--- src/rtl/quad_encoder_reader.sv ---
// quad_encoder_reader
//   Quadrature encoder interface with an Avalon-MM register slave. Counts x4-decoded steps
//   into a signed 32-bit POSITION, latches POSITION on the index pulse, flags illegal
//   double transitions and measures net counts per programmable window (VELOCITY).
//
//   Optional build macro: QUAD_FILTER_EN adds a per-channel stability filter on A and B
//   whose length is set by FILTER_LEN. Without it, address 4 reads 0 and ignores writes.
//
// Ports
//   csi_MCLK_clk         system clock, rising edge
//   rsi_MRST_reset       asynchronous active-high reset
//   avs_ctrl_address     word register select (3 bits)
//   avs_ctrl_write/read  Avalon-MM strobes, write wins if both asserted
//   avs_ctrl_writedata   write data, byte lanes gated by avs_ctrl_byteenable
//   avs_ctrl_readdata    registered read data
//   avs_ctrl_waitrequest always 0
//   enc_a, enc_b, enc_z  asynchronous encoder channels and index pulse
//
// Register map
//   0 POSITION RW | 1 CONTROL RW {INDEX_CLR_EN, INVERT, ENABLE} | 2 STATUS {IDX, ERR, DIR}
//   3 INDEX_POS RO | 4 FILTER_LEN RW [7:0] | 5 WINDOW RW | 6 VELOCITY RO | 7 reads 0
module quad_encoder_reader (
  input  logic        csi_MCLK_clk,
  input  logic        rsi_MRST_reset,
  input  logic [2:0]  avs_ctrl_address,
  input  logic        avs_ctrl_write,
  input  logic        avs_ctrl_read,
  input  logic [31:0] avs_ctrl_writedata,
  input  logic [3:0]  avs_ctrl_byteenable,
  output logic [31:0] avs_ctrl_readdata,
  output logic        avs_ctrl_waitrequest,
  input  logic        enc_a,
  input  logic        enc_b,
  input  logic        enc_z
);

  localparam logic [2:0] AddrPos    = 3'd0;
  localparam logic [2:0] AddrCtrl   = 3'd1;
  localparam logic [2:0] AddrStatus = 3'd2;
  localparam logic [2:0] AddrIdxPos = 3'd3;
  localparam logic [2:0] AddrFlen   = 3'd4;
  localparam logic [2:0] AddrWindow = 3'd5;
  localparam logic [2:0] AddrVel    = 3'd6;

  function automatic logic [31:0] f_merge(input logic [31:0] old_val,
                                          input logic [31:0] wdata,
                                          input logic [3:0]  be);
    logic [31:0] res;
    res = old_val;
    for (int i = 0; i < 4; i++) begin
      if (be[i]) res[8*i +: 8] = wdata[8*i +: 8];
    end
    return res;
  endfunction

  // Synchronizers: bit2 = z, bit1 = a, bit0 = b
  logic [2:0]  r_sync_meta, r_sync;
  logic [1:0]  r_vld_pipe;   // marks when r_sync holds a real sample after reset
  logic        r_prev_vld;
  logic [1:0]  r_prev_ab;
  logic        r_z_prev;

  logic [31:0] r_pos, r_idx_pos, r_window, r_vel, r_win_cnt, r_net;
  logic [2:0]  r_ctrl;
  logic        r_dir, r_err, r_idx;

  logic [1:0]  w_ab;
  logic [1:0]  w_chg;
  logic        w_step, w_dbl, w_up, w_cnt, w_z_rise;
  logic [31:0] w_delta, w_pos_cnt, w_rdata;
  logic        w_wr_pos, w_wr_ctrl, w_wr_status, w_wr_win;

  assign avs_ctrl_waitrequest = 1'b0;

  always_ff @(posedge csi_MCLK_clk or posedge rsi_MRST_reset) begin
    if (rsi_MRST_reset) begin
      r_sync_meta <= '0;
      r_sync      <= '0;
      r_vld_pipe  <= '0;
    end else begin
      r_sync_meta <= {enc_z, enc_a, enc_b};
      r_sync      <= r_sync_meta;
      r_vld_pipe  <= {r_vld_pipe[0], 1'b1};
    end
  end

`ifdef QUAD_FILTER_EN
  logic [7:0] r_flen;
  logic [1:0] r_filt;
  logic [7:0] r_fcnt [2];
  logic [1:0] w_acc;

  // A channel change is accepted once it has differed for FILTER_LEN+1 cycles; with
  // FILTER_LEN=0 the new level passes straight through in its first cycle.
  always_comb begin
    w_acc = '0;
    w_ab  = r_filt;
    for (int i = 0; i < 2; i++) begin
      w_acc[i] = (r_sync[i] != r_filt[i]) && (r_fcnt[i] >= r_flen);
      if (w_acc[i]) w_ab[i] = r_sync[i];
    end
  end

  always_ff @(posedge csi_MCLK_clk or posedge rsi_MRST_reset) begin
    if (rsi_MRST_reset) begin
      r_filt    <= '0;
      r_fcnt[0] <= '0;
      r_fcnt[1] <= '0;
    end else if (!r_prev_vld) begin
      r_filt    <= r_sync[1:0];
      r_fcnt[0] <= '0;
      r_fcnt[1] <= '0;
    end else begin
      for (int i = 0; i < 2; i++) begin
        if (r_sync[i] == r_filt[i] || w_acc[i]) begin
          r_fcnt[i] <= '0;
          if (w_acc[i]) r_filt[i] <= r_sync[i];
        end else begin
          r_fcnt[i] <= r_fcnt[i] + 8'd1;
        end
      end
    end
  end

  always_ff @(posedge csi_MCLK_clk or posedge rsi_MRST_reset) begin
    if (rsi_MRST_reset) begin
      r_flen <= '0;
    end else if (avs_ctrl_write && avs_ctrl_address == AddrFlen && avs_ctrl_byteenable[0]) begin
      r_flen <= avs_ctrl_writedata[7:0];
    end
  end
`else
  assign w_ab = r_sync[1:0];
`endif

  // Decoder: a single-bit change is a step; forward when prev.a differs from cur.b
  always_comb begin
    w_chg     = w_ab ^ r_prev_ab;
    w_step    = r_prev_vld && (w_chg == 2'b01 || w_chg == 2'b10);
    w_dbl     = r_prev_vld && (w_chg == 2'b11);
    w_up      = (r_prev_ab[1] ^ w_ab[0]) ^ r_ctrl[1];
    w_cnt     = w_step && r_ctrl[0];
    w_delta   = w_cnt ? (w_up ? 32'd1 : 32'hFFFF_FFFF) : 32'd0;
    w_pos_cnt = r_pos + w_delta;
    w_z_rise  = r_prev_vld && r_sync[2] && !r_z_prev;
  end

  always_comb begin
    w_wr_pos    = avs_ctrl_write && (avs_ctrl_address == AddrPos);
    w_wr_ctrl   = avs_ctrl_write && (avs_ctrl_address == AddrCtrl);
    w_wr_status = avs_ctrl_write && (avs_ctrl_address == AddrStatus) && avs_ctrl_byteenable[0];
    w_wr_win    = avs_ctrl_write && (avs_ctrl_address == AddrWindow);
  end

  // Previous state keeps tracking with ENABLE=0; the first valid sample seeds it silently
  always_ff @(posedge csi_MCLK_clk or posedge rsi_MRST_reset) begin
    if (rsi_MRST_reset) begin
      r_prev_ab  <= '0;
      r_prev_vld <= 1'b0;
      r_z_prev   <= 1'b0;
    end else if (r_vld_pipe[1]) begin
      r_prev_ab  <= r_prev_vld ? w_ab : r_sync[1:0];
      r_prev_vld <= 1'b1;
      r_z_prev   <= r_sync[2];
    end
  end

  // Position priority: host write, then index clear, then count
  always_ff @(posedge csi_MCLK_clk or posedge rsi_MRST_reset) begin
    if (rsi_MRST_reset) begin
      r_pos     <= '0;
      r_idx_pos <= '0;
      r_ctrl    <= '0;
    end else begin
      if (w_wr_pos)                   r_pos <= f_merge(r_pos, avs_ctrl_writedata,
                                                       avs_ctrl_byteenable);
      else if (w_z_rise && r_ctrl[2]) r_pos <= '0;
      else                            r_pos <= w_pos_cnt;
      if (w_z_rise) r_idx_pos <= w_pos_cnt;
      if (w_wr_ctrl && avs_ctrl_byteenable[0]) r_ctrl <= avs_ctrl_writedata[2:0];
    end
  end

  // Sticky flags: a set event in the same cycle beats a W1C clear
  always_ff @(posedge csi_MCLK_clk or posedge rsi_MRST_reset) begin
    if (rsi_MRST_reset) begin
      r_dir <= 1'b0;
      r_err <= 1'b0;
      r_idx <= 1'b0;
    end else begin
      if (w_cnt) r_dir <= w_up;
      if (w_dbl && r_ctrl[0])                         r_err <= 1'b1;
      else if (w_wr_status && avs_ctrl_writedata[1]) r_err <= 1'b0;
      if (w_z_rise)                                   r_idx <= 1'b1;
      else if (w_wr_status && avs_ctrl_writedata[2]) r_idx <= 1'b0;
    end
  end

  // Velocity window: the count of the closing cycle belongs to the window it closes
  always_ff @(posedge csi_MCLK_clk or posedge rsi_MRST_reset) begin
    if (rsi_MRST_reset) begin
      r_window  <= '0;
      r_win_cnt <= '0;
      r_net     <= '0;
      r_vel     <= '0;
    end else if (w_wr_win) begin
      r_window  <= f_merge(r_window, avs_ctrl_writedata, avs_ctrl_byteenable);
      r_win_cnt <= '0;
      r_net     <= '0;
    end else if (r_window == 32'd0) begin
      r_win_cnt <= '0;
      r_net     <= '0;
      r_vel     <= '0;
    end else if (r_win_cnt == r_window - 32'd1) begin
      r_vel     <= r_net + w_delta;
      r_win_cnt <= '0;
      r_net     <= '0;
    end else begin
      r_win_cnt <= r_win_cnt + 32'd1;
      r_net     <= r_net + w_delta;
    end
  end

  always_comb begin
    w_rdata = '0;
    unique case (avs_ctrl_address)
      AddrPos:    w_rdata = r_pos;
      AddrCtrl:   w_rdata = {29'd0, r_ctrl};
      AddrStatus: w_rdata = {29'd0, r_idx, r_err, r_dir};
      AddrIdxPos: w_rdata = r_idx_pos;
`ifdef QUAD_FILTER_EN
      AddrFlen:   w_rdata = {24'd0, r_flen};
`else
      AddrFlen:   w_rdata = '0;
`endif
      AddrWindow: w_rdata = r_window;
      AddrVel:    w_rdata = r_vel;
      default:    w_rdata = '0;
    endcase
  end

  always_ff @(posedge csi_MCLK_clk or posedge rsi_MRST_reset) begin
    if (rsi_MRST_reset) begin
      avs_ctrl_readdata <= '0;
    end else if (avs_ctrl_read && !avs_ctrl_write) begin
      avs_ctrl_readdata <= w_rdata;
    end
  end

endmodule
--- config.mk ---
export PLATFORM = sky130hd
export DESIGN_NAME = quad_encoder_reader
export DESIGN_NICKNAME = d
export VERILOG_FILES = /design/src/rtl/quad_encoder_reader.sv
export SDC_FILE = /design/constraint.sdc
export NUM_CORES = 1
export LEC_CHECK = 0
export ABC_AREA = 1
export BUFFER_PORTS_ARGS = -buffer_cell sky130_fd_sc_hd__buf_2
export CAP_MARGIN = 20
export CORE_MARGIN = 2
export CORE_UTILIZATION = 60
export DETAILED_ROUTE_END_ITERATION = 6
export GPL_TIMING_DRIVEN = 1
export PLACE_DENSITY_LB_ADDON = 0.1
export SETUP_SLACK_MARGIN = 0.3
export SLEW_MARGIN = 20
export SYNTH_ARGS = -nofsm -noshare
export SYNTH_HDL_FRONTEND = slang
export SYNTH_SLANG_ARGS = --single-unit
--- constraint.sdc ---
create_clock -name csi_MCLK_clk -period 15.8 [get_ports csi_MCLK_clk]
set_input_delay 0.79 -clock csi_MCLK_clk [delete_from_list [all_inputs] [get_ports csi_MCLK_clk]]
set_output_delay 0.79 -clock csi_MCLK_clk [all_outputs]
set_load 0.005 [all_outputs]
-- Word level (Yosys, flattened, before mapping)
Cells that the tools add are included.
- register bits: 242
- bits in latches: 0
- memory bits (writable): 0
- bits in read-only memories: 0
- input bits: 46
- output and inout bits: 33
- word-level logic and storage cells: 94
- memories kept: 0
- add/sub/neg operators: 4
- $mul: 0
- div/mod/pow operators: 0
- order comparisons: 0
- eq/ne operators: 13
- shift operators: 0
- muxes and demuxes: 21
- bitwise gates (word level): 4
- reduce and logical (&&, ||, !) cells: 29
- operators with widths (operator ; count):
    two-way mux 32 bit ; 12
    one-hot mux 32 bit (6 select lines) ; 1
    adder 32 bit ; 2
    adder 32 x 1 -> 32 bit (second input constant) ; 1
    == test 32 bit ; 1
    zero test 32 bit ; 1
    two-way mux 8 bit ; 4
    subtractor 32 x 1 -> 32 bit (second input constant) ; 1
    logical AND 1 bit ; 16
    AND reduction 2 bit ; 5
    != test 2 bit (second input constant) ; 4
    == test 3 x 2 -> 1 bit (second input constant) ; 2
    == test 3 bit (second input constant) ; 2
    nonzero test 2 bit ; 3
    == test 2 bit (second input constant) ; 2
    two-way mux 1 bit ; 4
    == test 3 x 1 -> 1 bit (second input constant) ; 1
    zero test 3 bit ; 1
    == test 2 x 1 -> 1 bit (second input constant) ; 1
    zero test 1 bit ; 2
    XOR 1 bit ; 2
    XOR 2 bit ; 1
    logical OR 1 bit ; 1
    NOT 1 bit ; 1

-- Longest topological paths before layout
- depth in word-level cells: 10
- mapped depth: 22
- depth with buffers taken out: 22

-- Worst setup path after synthesis
OpenSTA, ideal clock, no wires.
- kind: register -> register
- start point: register r_prev_ab[1]
- end point: register r_pos[29]
- setup time: 0.077 ns
- arrival: 3.962 ns
- required time: 15.723 ns
- slack: 11.760 ns
- stages on the path, launching flop included: 19
- buffers on the path: 0
- period minus slack after synthesis: 4.040 ns
- cells stage by stage: dfrtp_1 > xor2_1 > ha_1 > nand3_1 > inv_1 > nand2_1 > inv_1 > ha_1 > o21ai_0 > o21ai_0 > nand2_1 > nand2_1 > a21oi_1 > inv_1 > nand3_1 > nand2_1 > nand2_1 > nand3_1 > a21oi_1
- word-level cells in the longest chain between the ends: 9
- elaborated cells on any way between the ends: 13
- those cells by class: 1 x add/sub; 2 x eq/ne; 4 x mux; 3 x bitwise; 3 x reduce/logical
- ends and longest elaborated chain (item ; RTL line ; text):
    start: declaration ; 60 ; logic [1:0] r_prev_ab;
    start signal: assignment ; 162 ; r_prev_ab <= r_prev_vld ? w_ab : r_sync[1:0];
    XOR 2 bit ; 138 ; w_chg = w_ab ^ r_prev_ab;
    == test 2 x 1 -> 1 bit / == test 2 bit (equally long branches) ; 139 ; w_step = r_prev_vld && (w_chg == 2'b01 || w_chg == 2'b10);
    logical OR 1 bit ; 139 ;
    logical AND 1 bit ; 139 ;
    logical AND 1 bit ; 142 ; w_cnt = w_step && r_ctrl[0];
    two-way mux 32 bit * ; 143 ; w_delta = w_cnt ? (w_up ? 32'd1 : 32'hFFFF_FFFF) : 32'd0;
    adder 32 bit * ; 144 ; w_pos_cnt = r_pos + w_delta;
    two-way mux 32 bit * ; 177 ; else if (w_z_rise && r_ctrl[2]) r_pos <= '0;
    two-way mux 32 bit * ; 175 ; if (w_wr_pos) r_pos <= f_merge(r_pos, avs_ctrl_writedata,
    end signal: assignment ; 175 ;
    end signal: assignment ; 178 ; else r_pos <= w_pos_cnt;
    end: declaration ; 63 ; logic [31:0] r_pos, r_idx_pos, r_window, r_vel, r_win_cnt, r_net;
Mark *: on every way between the ends. The rest lies on a longest branch, timed or not.
A chain may end at the register's enable or synchronous reset.

-- Final worst setup path
Same ends and word-level chain as after synthesis.

==> metrics list <==
- Setup repair after global routing left no endpoint under its margin.
- R2r setup slk: 11110 ps
- The number of antenna violations at the first check in global routing is 0.
- Number of instances in the synthesized netlist: 2320
- Smallest setup slack after layout: 11110 ps
- Across all hold checks on the routed design, the worst slack comes to 342 ps.
- Number of buffers inserted by port buffering: 77
* Fmax achieved: 213 MHz
* Syn_nets: 2433
- Per-instance average area after synthesis: 6.97 µm²
* Sum of negative setup slack: 0 ps
- Power per standard cell area: 145 mW/mm²
* Die boundary width: 168 µm
* Placement-stage worst setup slack: 11330 ps
* Slowest cell on crit path: sky130_fd_sc_hd__clkinv_2
- Once detail routing completed, the nets flagged for antenna violations numbered 0.
- Synth Flop Type: sky130_fd_sc_hd__dfrtp_1
* Class of the tightest hold or removal check: in -> async
* Pin count of the biggest net entering global routing: 101
- Number of buffers on the longest clock path: 3
* R2r startpoint: r_prev_ab[1]
- H-tree depth: 1
* Final Setup Violations: 0
- Layout cell share with drive strength beyond 1: 0.0763
- Initial DRC count: 1545
* Max capacitance violation total: 0
- Vias in the first global route: 14900
* Reported leakage power: 8.75 nW
- The first global-routing pass estimated 78900 µm of wire.
- Top cells by area in the synthesized netlist: sky130_fd_sc_hd__dfrtp_1 37%, sky130_fd_sc_hd__nand2_1 15%, sky130_fd_sc_hd__o21ai_0 7.1%
- The cell area that synthesis handed to floorplanning was 0.0162 mm².
- Final wirelength: 49700 µm
- STA classifies the critical path startpoint as a register.
- The total overflow left after global routing is 0.
* R2r endpoint: r_pos[29]
- Data arrival time of the critical path: 5150 ps
- Number of vias in the routed layout: 15900
- Detailed placement ended at an HPWL of 38000 µm.
- In this run, post-CTS hold repair placed 0 buffers.
- Effective utilization at floorplan: 0.605
- Number of register bits inferred by synthesis: 242
- Critical path origin: r_prev_ab[1]
- Number of buffers created by CTS: 27
- Across every metal layer, demand over resource in global routing totals 0.351.
- Antenna diode count: 0
- Critical path data required time: 16270 ps
- Measured against its own limit, the worst slew margin works out to 0.278.
- The cell that appears most often on the critical path is sky130_fd_sc_hd__nand2_1.
* Largest stage delay on the critical path: 850 ps
- In the finished design, the share of the clock period the worst path needs comes to 0.297.
- Number of buffer and inverter instances along the worst setup path: 3
- Drc violations: 0
- The synthesized netlist contains 48 unique library cells.
- Of the synthesized area, sequential elements account for 0.375.
- The floorplan step defined a die boundary enclosing 0.0283 mm².
- By instance count, the leading cell after synthesis is sky130_fd_sc_hd__nand2_1.
- Following the worst setup path forward leads to its endpoint at r_pos[29].
* Critical setup path kind: reg -> reg
- 79 I/O pins were placed.
- The critical path runs through a total of 18 cells.
* Share of Yosys cell area claimed by the top area cell type: 0.375
- The worst register-to-register path has a depth of 18.
* Final nets: 2492
- The total area inside the core boundary comes to 0.0267 mm².
* Standard-cell row count: 60
- On the final layout, the worst clock skew is 9.63 ps.
* Area added between synthesis and finish: 9.08%
* Worst path top cell family by delay: buffers and inverters
- Clock-pin slew was measured on the worst setup and hold paths at 60 ps.
* Buffer cell driving the clock tree root: sky130_fd_sc_hd__clkbuf_16
* Number of gates resized after CTS: 0
* Tot Pwr: 0.00255 W
* Average detailed-routed wire length per instance: 18.1 µm
* Post-synth EDFFs: 0
- Number of max-slew violations in the final report: 0
* Cells traversed along the worst timing path: xor2_1 -> ha_1 -> nand3_1 -> inv_1 -> nand2_1 -> clkinv_2 -> ha_1 -> o21ai_0 -> o21ai_0 -> nand2_1 -> nand2_1 -> a21oi_1 -> inv_1 -> nand3_1 -> nand2_1 -> nand2_1 -> nand3_1 -> a21oi_1
* Warnings from Yosys: 0
- Along the worst path, the maximum fanout reaches 60.
- Post-CTS setup repair buffer count: 0
* Time the final worst path needs with I/O delays and setup: 4690 ps
- TritonCTS built the clock tree.
- Counting flops with an async set or reset pin after synthesis yields a share of 1.00.
- For this design, the sink count on the clock tree is 242.
* Worst Max-Slew Pin Slew: 1080 ps
- Post-DR vias/cell: 5.81
- First-pass iteration count of the detailed router: 5
- Later-pin clock latency in the skew report: 550 ps
* Most frequent cells after synthesis: 651 x sky130_fd_sc_hd__nand2_1, 283 x sky130_fd_sc_hd__nor2_1, 242 x sky130_fd_sc_hd__dfrtp_1
- The worst setup path is captured at a register.
- The largest total area in the synthesized netlist belongs to sky130_fd_sc_hd__dfrtp_1.
- The final-report hold violation count came to 0.
* Status: finished clean
- Final weighted congestion in routability-driven placement: 0.955
- VDD sags by at most 143 µV.
* Die extent in y: 168 µm
[where the power goes]
| part | total, W | switching (W) | leakage, nW | internal (W) |
|---|---|---|---|---|
| clock network | 0.000599 | 0.000258 | 0.400 | 0.000341 |
| registers | 0.000920 | 0.000134 | 3.05 | 0.000786 |
| logic | 0.00103 | 0.000667 | 5.30 | 0.000364 |
| total | 0.00255 | 0.00106 | 8.75 | 0.00149 |
[per-layer routing]
metal  vias to the layer above  share of wire  track usage
li1                       7675              -            -
met3                       104          0.074       0.0494
met1                      7503           0.43        0.481
met5                         -              0            0
met4                         0          0.037        0.124
met2                       617           0.46        0.575
[metrics by stage]
| stage | util | std cells | area [µm²] |
|---|---|---|---|
| final | 0.660 | 2738 | 17600 |
| after global routing | 0.660 | 2738 | 17600 |
| after CTS | 0.660 | 2738 | 17600 |
| after detailed placement | 0.629 | 2691 | 16800 |
| after global placement | 0.628 | 2690 | 16800 |
| after floorplan | - | 2320 | 16200 |
[cell usage in the layout, fill, tap and decap left out, types with 9 or more instances in the layout]
cell type / Yosys / routed
sky130_fd_sc_hd__buf_4: 1 / 11
sky130_fd_sc_hd__inv_1: 227 / 225
sky130_fd_sc_hd__nor2_4: 9 / 9
sky130_fd_sc_hd__o21ai_0: 229 / 229
sky130_fd_sc_hd__nand3b_1: 23 / 23
sky130_fd_sc_hd__nand2_1: 651 / 651
sky130_fd_sc_hd__nor2_1: 283 / 282
sky130_fd_sc_hd__xor2_1: 54 / 54
sky130_fd_sc_hd__a21oi_1: 136 / 136
sky130_fd_sc_hd__buf_2: 6 / 77
sky130_fd_sc_hd__clkbuf_16: 0 / 27
sky130_fd_sc_hd__nor3_1: 46 / 46
sky130_fd_sc_hd__nand3_1: 141 / 141
sky130_fd_sc_hd__dfrtp_1: 242 / 242
sky130_fd_sc_hd__or2_2: 14 / 14
sky130_fd_sc_hd__nand4_1: 26 / 26
sky130_fd_sc_hd__ha_1: 65 / 65
sky130_fd_sc_hd__xnor2_1: 29 / 29
sky130_fd_sc_hd__nor4_1: 10 / 10
[worst min-delay path by stage]
stage	startpoint	endpoint	slack [ps]
4_1_cts	enc_a	r_sync_meta[1]	350
3_3_place_gp	r_vld_pipe[0]	r_vld_pipe[1]	330
5_1_grt	enc_a	r_sync_meta[1]	350
2_1_floorplan	r_sync_meta[0]	r_sync[0]	330
6_report	rsi_MRST_reset	r_prev_ab[0]	340
3_5_place_dp	r_sync_meta[2]	r_sync[2]	340
[flip-flops by register name, indices dropped and copies added (netlist names)]
register,cells
r_vld_pipe,2
r_idx,1
r_pos,32
r_ctrl,3
r_err,1
r_idx_pos,32
avs_ctrl_readdata,32
r_dir,1
r_prev_vld,1
r_sync,3
r_net,32
r_sync_meta,3
r_prev_ab,2
r_window,32
r_vel,32
r_z_prev,1
r_win_cnt,32
[area by class of cell]
cell class,instances,area [µm²]
clock buffer,40,785
clock inverter,7,42.5
fill,2435,9100
inverter,237,898
multi-input combinational,1782,8920
sequential,242,6060
tap,341,427
timing repair buffer,89,495
[kinds of logic (layout without fill, tap and decap cells)]
group	Yosys count	in the layout	synth area share
fa+ha+maj	67	67	0.0528
xor+xnor	84	84	0.0460
simple gates	1222	1222	0.320
compound gates	404	404	0.131
other cells	2	2	0.000465
buf+inv	296	373	0.0732
flops	242	242	0.375
mux	3	3	0.00209
Note: power is estimated with default switching activity, not from simulation.
